`src/rtl/uart_pkg.sv`:
```
// Shared UART definitions: receiver state encoding and baud/oversampling constants.
// The transmitter imports this package for its baud divisor.
package uart_pkg;

  localparam int unsigned OVERSAMPLE_DEF  = 16;
  localparam int unsigned BAUD_DIV_115200 = 27;

  typedef enum logic [2:0] {
    StIdle,
    StStart,
    StData,
    StParity,
    StStop,
    StBrk
  } rx_state_e;

endpackage

```
`src/rtl/uart_rx_sync.sv`:
```
// Two-flop synchronizer for the asynchronous rx line.
// Resets to 1 so that an idle line is not mistaken for a start bit.
module uart_rx_sync (
  input  logic clk_50m,
  input  logic rst_n,
  input  logic d,
  output logic q
);

  logic meta;

  always_ff @(posedge clk_50m or negedge rst_n) begin
    if (!rst_n) begin
      meta <= 1'b1;
      q    <= 1'b1;
    end else begin
      meta <= d;
      q    <= meta;
    end
  end

endmodule

```
`src/rtl/uart_receiver.sv`:
```
// 8N1 UART receiver with OVERSAMPLE x oversampling, ready/overrun/framing flags.
// Define RX_PARITY_EN for 8E1 framing with a sticky parity_err output.
module uart_receiver
  import uart_pkg::*;
#(
  parameter int unsigned DATA_BITS  = 8,
  parameter int unsigned OVERSAMPLE = OVERSAMPLE_DEF
) (
  input  logic                 clk_50m,
  input  logic                 rst_n,
  input  logic                 rx,
  input  logic                 clken_16x,
  input  logic                 rd_en,
  output logic [DATA_BITS-1:0] data_out,
  output logic                 rdy,
  output logic                 overrun,
  output logic                 frame_err,
  output logic                 rx_busy
`ifdef RX_PARITY_EN
  ,
  output logic                 parity_err
`endif
);

  localparam int unsigned SW = $clog2(OVERSAMPLE);
  localparam int unsigned BW = (DATA_BITS > 1) ? $clog2(DATA_BITS) : 1;

  localparam logic [SW-1:0] SAMP_MID  = SW'(OVERSAMPLE / 2 - 1);
  localparam logic [SW-1:0] SAMP_LAST = SW'(OVERSAMPLE - 1);
  localparam logic [BW-1:0] BIT_LAST  = BW'(DATA_BITS - 1);

  rx_state_e              state_q;
  logic [SW-1:0]          samp_cnt_q;
  logic [BW-1:0]          bit_cnt_q;
  logic [DATA_BITS-1:0]   shift_q;
  logic                   rx_s;
`ifdef RX_PARITY_EN
  logic                   par_bit_q;
`endif

  uart_rx_sync u_sync (
    .clk_50m (clk_50m),
    .rst_n   (rst_n),
    .d       (rx),
    .q       (rx_s)
  );

  assign rx_busy = (state_q != StIdle);

  always_ff @(posedge clk_50m or negedge rst_n) begin
    if (!rst_n) begin
      state_q    <= StIdle;
      samp_cnt_q <= '0;
      bit_cnt_q  <= '0;
      shift_q    <= '0;
      data_out   <= '0;
      rdy        <= 1'b0;
      overrun    <= 1'b0;
      frame_err  <= 1'b0;
`ifdef RX_PARITY_EN
      par_bit_q  <= 1'b0;
      parity_err <= 1'b0;
`endif
    end else begin
      // Acknowledge first; a same-cycle load or error below takes precedence.
      if (rd_en) begin
        rdy       <= 1'b0;
        overrun   <= 1'b0;
        frame_err <= 1'b0;
`ifdef RX_PARITY_EN
        parity_err <= 1'b0;
`endif
      end
      if (clken_16x) begin
        unique case (state_q)
          StIdle: begin
            if (!rx_s) begin
              state_q    <= StStart;
              samp_cnt_q <= '0;
            end
          end
          StStart: begin
            if (samp_cnt_q == SAMP_MID) begin
              if (!rx_s) begin
                state_q    <= StData;
                samp_cnt_q <= '0;
                bit_cnt_q  <= '0;
              end else begin
                state_q <= StIdle;
              end
            end else begin
              samp_cnt_q <= samp_cnt_q + 1'b1;
            end
          end
          StData: begin
            samp_cnt_q <= samp_cnt_q + 1'b1;
            if (samp_cnt_q == SAMP_LAST) begin
              shift_q <= {rx_s, shift_q[DATA_BITS-1:1]};
              if (bit_cnt_q == BIT_LAST) begin
`ifdef RX_PARITY_EN
                state_q <= StParity;
`else
                state_q <= StStop;
`endif
              end else begin
                bit_cnt_q <= bit_cnt_q + 1'b1;
              end
            end
          end
`ifdef RX_PARITY_EN
          StParity: begin
            samp_cnt_q <= samp_cnt_q + 1'b1;
            if (samp_cnt_q == SAMP_LAST) begin
              par_bit_q <= rx_s;
              state_q   <= StStop;
            end
          end
`endif
          StStop: begin
            samp_cnt_q <= samp_cnt_q + 1'b1;
            if (samp_cnt_q == SAMP_LAST) begin
              if (rx_s) begin
                data_out <= shift_q;
                rdy      <= 1'b1;
                if (rdy && !rd_en) begin
                  overrun <= 1'b1;
                end
`ifdef RX_PARITY_EN
                // Even parity: data plus parity bit must hold an even number of ones.
                if ((^shift_q) != par_bit_q) begin
                  parity_err <= 1'b1;
                end
`endif
                state_q <= StIdle;
              end else begin
                frame_err <= 1'b1;
                state_q   <= StBrk;
              end
            end
          end
          StBrk: begin
            if (rx_s) begin
              state_q <= StIdle;
            end
          end
          default: state_q <= StIdle;
        endcase
      end
    end
  end

endmodule

```
`config.mk`:
```
export PLATFORM = sky130hd
export DESIGN_NAME = uart_receiver
export DESIGN_NICKNAME = d
export VERILOG_FILES = /design/src/rtl/uart_pkg.sv /design/src/rtl/uart_rx_sync.sv /design/src/rtl/uart_receiver.sv
export SDC_FILE = /design/constraint.sdc
export NUM_CORES = 1
export LEC_CHECK = 0
export CORE_MARGIN = 8
export CORE_UTILIZATION = 30
export DETAILED_ROUTE_END_ITERATION = 12
export GPL_TIMING_DRIVEN = 0
export PLACE_DENSITY_LB_ADDON = 0.05
export SLEW_MARGIN = 20
export SYNTH_ARGS = -nofsm -noshare
export SYNTH_HDL_FRONTEND = slang
export SYNTH_HIERARCHICAL = 1
export SYNTH_SLANG_ARGS = --single-unit
```
`constraint.sdc`:
```
create_clock -name clk_50m -period 2.2 [get_ports clk_50m]
set_input_delay 0.44 -clock clk_50m [delete_from_list [all_inputs] [get_ports clk_50m]]
set_output_delay 0.44 -clock clk_50m [all_outputs]
set_load 0.005 [all_outputs]
```
# == After elaboration in Yosys (flattened, before gate mapping) ==
# Cells that the tools add are included.
# totals
input_bits,5
wordCells,72
ff_bits,31
out_inout_bits,12
# classes
n_eq_ne,15
mux,33
add_sub_neg,2
n_reduce_logical,12
# op_table
operator,count
$mux W3,11
$mux W1,16
$pmux W3 S5,1
$ne A2 B2 Y1 const B,7
$pmux W4 S3,1
$eq A3 B3 Y1 const B,3
$mux W4,2
$reduce_and A7 Y1,1
$pmux W3 S2,1
$reduce_and A6 Y1,1
$reduce_bool A3 Y1,2
$add A4 B1 Y4 const B,1
$eq A4 B3 Y1 const B,1
$eq A4 B4 Y1 const B,1
$reduce_and A4 Y1,1
$add A3 B1 Y3 const B,1
$eq A3 B1 Y1 const B,1
$eq A3 B2 Y1 const B,1
$logic_not A3 Y1,1
$reduce_and A3 Y1,1
$mux W2,1
$ne A2 B1 Y1 const B,1
$reduce_and A2 Y1,1
$reduce_bool A2 Y1,1
3 further kinds,3

# == Depth between registers and ports, before layout ==
# depth
ltp_word,7
depth_mapped,6
ltp_nobuf,6

# == Cells and area by module ==
# Netlist, hierarchy kept.
# by_module_without_submodules
mod,cells_each,n_inst,seq_area_each_um2,area_per_inst_um2
uart_receiver,133,1,725.7,1522.7
uart_rx_sync,2,1,52.6,52.6

# == Worst setup path after synthesis ==
# OpenSTA, ideal clock, no wires.
# synth_path
kind,register to register
start,register samp_cnt_q[0]
end,register bit_cnt_q[0]
required_ps,2075
path_buffers,0
stages_incl_launch_ff,6
setup_ps,125
synth_period_minus_slack_ps,1733
slack_ps,467
t_arrival_ps,1609
cell_sequence,dfrtp_1 > ha_1 > and3b_2 > nor2_1 > a2111oi_4 > mux2_2
# synth_between
elab_chain_cells,3
word_cells_on_any_way,5
cone_classes,4 x eq/ne; 1 x reduce/logical
# synth_rtl
item,line,source
start: declaration,uart_receiver.sv:33,logic [SW-1:0] samp_cnt_q;
start signal: assignment,uart_receiver.sv:92,samp_cnt_q <= samp_cnt_q + 1'b1;
start signal: assignment,uart_receiver.sv:96,samp_cnt_q <= samp_cnt_q + 1'b1;
start signal: assignment,uart_receiver.sv:120,samp_cnt_q <= samp_cnt_q + 1'b1;
$eq A4 B4 Y1 or $eq A4 B3 Y1 (tied branches),"uart_receiver.sv:97, uart_receiver.sv:83",
$ne A2 B2 Y1 (no source line),-,
$reduce_and A6 Y1 (no source line) *,-,
end signal: assignment,uart_receiver.sv:106,bit_cnt_q <= bit_cnt_q + 1'b1;
end: declaration,uart_receiver.sv:34,logic [BW-1:0] bit_cnt_q;
# Every way passes the cells marked *; elsewhere a longest branch is shown, timed or not.
# A chain may end at the register's enable or synchronous reset.

# == Final worst setup path ==
# layout_path
start,register state_q[1]
end,output rx_busy
# layout_between
elab_chain_cells,1
# layout_rtl
item,line,source
start: declaration,uart_receiver.sv:32,rx_state_e state_q;
start signal: assignment,uart_receiver.sv:52,state_q <= StIdle;
start signal: assignment,uart_receiver.sv:78,state_q <= StStart;
start signal: assignment,uart_receiver.sv:85,state_q <= StData;
$reduce_bool A3 Y1,uart_receiver.sv:48,assign rx_busy = (state_q != StIdle);
end: declaration,uart_receiver.sv:18,output logic rx_busy
# No other way between the ends.

==> results.md <==
* DRT iter0 DRCs at 62
* Hold-fix buffers, CTS at 0
* Final setup margin at 0.07274 ns
* Power per cell area at 927.3 nW/um^2
* Worst setup path class: flip-flop to output pin
* Startpoint types: flip-flop
* Most common cell after layout, fill and taps aside: dfrtp_1
* Status: finished clean
* Count of final setup violators at 0
* GP Congestion at 0.8298
* GRT overflow at 0
* 1st-pass router iterations at 4
* Slew HR at 69.03%
* Flip-flop and latch count after synthesis at 31
* FILL cells at 520
* Synth Warn # at 6
* Worst r2r src: samp_cnt_q[0]$_DFFE_PN0P_
* Vias in the first global route at 1079
* Vias at 1106
* Register area share after synthesis at 49.40%
* CTS tree: done
* Total wire length at 3333 um
* # rows at 26
* Main synth FF type: dfrtp_1
* Synth Instances at 135
* Die Height at 88.46 um
* Post-synth EDFFs at 0
* Post-route DRC at 0
* Post-Syn Area at 1575 sq um
* Share of layout cells above drive strength 1 at 26.58%
* Clock root cell: clkbuf_8
* I/O Pins at 17
* Worst-Skew Late Latency at 0.28 ns
* GR Util All Layers at 9.559%
* Worst Setup End Kind: output pin
* Crit share post-route at 96.69%
* Hpwl dp at 2463 um
* Setup TNS at 0 ns
* CP Data Required Time at 1.76 ns
* Worst reg-to-reg setup slack at 0.25 ns
* DRT antenna net count at 0
* Synth async-reset ratio at 100.0%
* H-tree levels at 2
* Maximum resistive drop on vdd at 0.3106 mV
* Commonest cells after routing, fill and taps aside: dfrtp_1, clkdlybuf4s50_1, mux2_2
* Critical path origin: state_q[1]$_DFFE_PN0P_
* N_diodes at 0
* Initial antenna violation count at 0
* R2r endpoint: bit_cnt_q[1]$_DFFE_PN0P_
* # resized after CTS at 0
* Final Net Count at 165
* Setup repair after global routing missed its margin: false
* Clock sinks at 31
* Vias/cell at 4.851
* Area grow syn2layout at 23.35%
* Slowest-stage cell, CP: dfrtp_2
* CP peak stage delay at 0.45 ns
* Place WS at 0.07721 ns
* Lkg Pwr at 0.0008778 uW
* Max-Cap Viols at 0
* CTS Buf Count at 5
* Average routed wire per standard cell at 14.62 um
* Arr. time, crit path at 1.69 ns
* Synth Net Count at 143
* Max-slew violation count at 0
* Max Clk Rate at 0.4701 GHz
* Pin count of the biggest net entering global routing at 18
* Cell variety after synth at 45
* Die X at 88.46 um
* First-pass GRT wire length at 5713 um
* Clk slew on worst S/H paths at 0.06 ns
* Final setup skew at 0.002695 ns
* Starting Density at 31.04%
* Critical path cell sequence: buf_2, or3_1, clkdlybuf4s50_1
* Worst slew pin tran at 0.4641 ns
* Max FO, Critical Path at 10
* Final Critical Period at 2.127 ns
* Hold Fails Final Rpt at 0
* Die ar. at 7825 sq um
* FF-to-FF path depth at 5
* Core area at 5075 sq um
* Port buffer count at 16
* Min-delay worst type: input pin to asynchronous set/reset pin
* Setup bufs post-CTS at 0
* Clock Path Buffers at 2
* Post-Syn Area per Cell at 11.67 sq um
## flip-flops by register name (all words and copies together), names as in the netlist
register	count
overrun	1
bit_cnt_q	3
shift_q	8
data_out	8
samp_cnt_q	4
state_q	3
rdy	1
u_sync/q	1
u_sync/meta	1
frame_err	1
## worst max-delay path by stage
| stage | end | cells past startpoint | slack [ns] |
|---|---|---|---|
| 2_1_floorplan | bit_cnt_q[0]$_DFFE_PN0P_ | 5 | 0.47 |
| 3_3_place_gp | data_out[4]$_DFFE_PN0P_ | 1 | 0.03 |
| 3_5_place_dp | shift_q[7]$_DFFE_PN0P_ | 5 | 0.08 |
| 4_1_cts | rx_busy | 3 | 0.002 |
| 5_1_grt | rx_busy | 3 | 0.01 |
| 6_report | rx_busy | 3 | 0.07 |
## worst max-delay path, delay by kind of cell, from the launching register on
kind,cells,cell delay [ns]
buffers and inverters,2,0.65
flip-flops,1,0.45
AND/OR/NAND/NOR,1,0.31
## metrics by stage
step	hold WS [ns]	instances	power (uW)	cell area, sq um	utilization (%)
detailed placement	0.3514	222	1325	1846	36.37
global placement	0.3482	221	1315	1823	35.92
CTS	0.08452	229	1828	1946	38.34
floorplan	0.1444	135	1155	1575	-
global route	0.08619	228	1933	1943	38.29
finish	0.07887	228	1802	1943	38.29
## metal layers
metal  GRT usage (%)  wire, um  vias up
met5               0         0        -
met4           4.147        58        0
met3           3.714       162        6
met2           12.70      1452       22
met1           13.17      1659      541
li1                -         -      537
## cell families after synthesis
kind of cell	after synthesis	share of synthesized area, %
AO/OA/AOI/OAI	24	12.39
buffers and inverters	12	3.653
adder cells (fa/ha/maj)	3	2.383
flip-flops	31	49.40
multiplexers	20	16.12
AND/OR/NAND/NOR	45	16.04
## Yosys cell counts, drive strengths merged, types with 2 or more instances
cell type	instances	share of area (%)
nand3b	3	1.4
ha	3	2.4
nand4	4	1.6
nor2	9	2.3
nand2b	4	1.6
o22ai	2	0.79
o21ai	6	1.9
clkbuf	3	0.79
buf	4	1.7
o211ai	2	0.95
dfrtp	29	46
a21o	2	0.95
and3	3	1.2
nor2b	2	0.79
inv	5	1.2
dfstp	2	3.3
mux2	19	15
nand3	5	1.6
nand2	7	1.7
and3b	2	1.2
## layout make-up
cell class / instances / area (sq um) / area share [%]
well taps: 70 / 87.58 / 4.507
flip-flops and latches: 31 / 780.7 / 40.18
repair buffers: 17 / 182.7 / 9.401
clock inverters: 1 / 7.507 / 0.3863
multi-input cells: 92 / 739.5 / 38.06
inverters: 5 / 18.77 / 0.9659
clock buffers: 7 / 96.34 / 4.958
plain buffers: 5 / 30.03 / 1.545
## power breakdown
part	switching (uW)	leakage [uW]	internal [uW]
combinational	305	0.000413	251
sequential	108	0.000415	640
clock	214	0.0000505	284
total	627	0.000878	1180
Note: power is estimated with default switching activity, not from simulation.
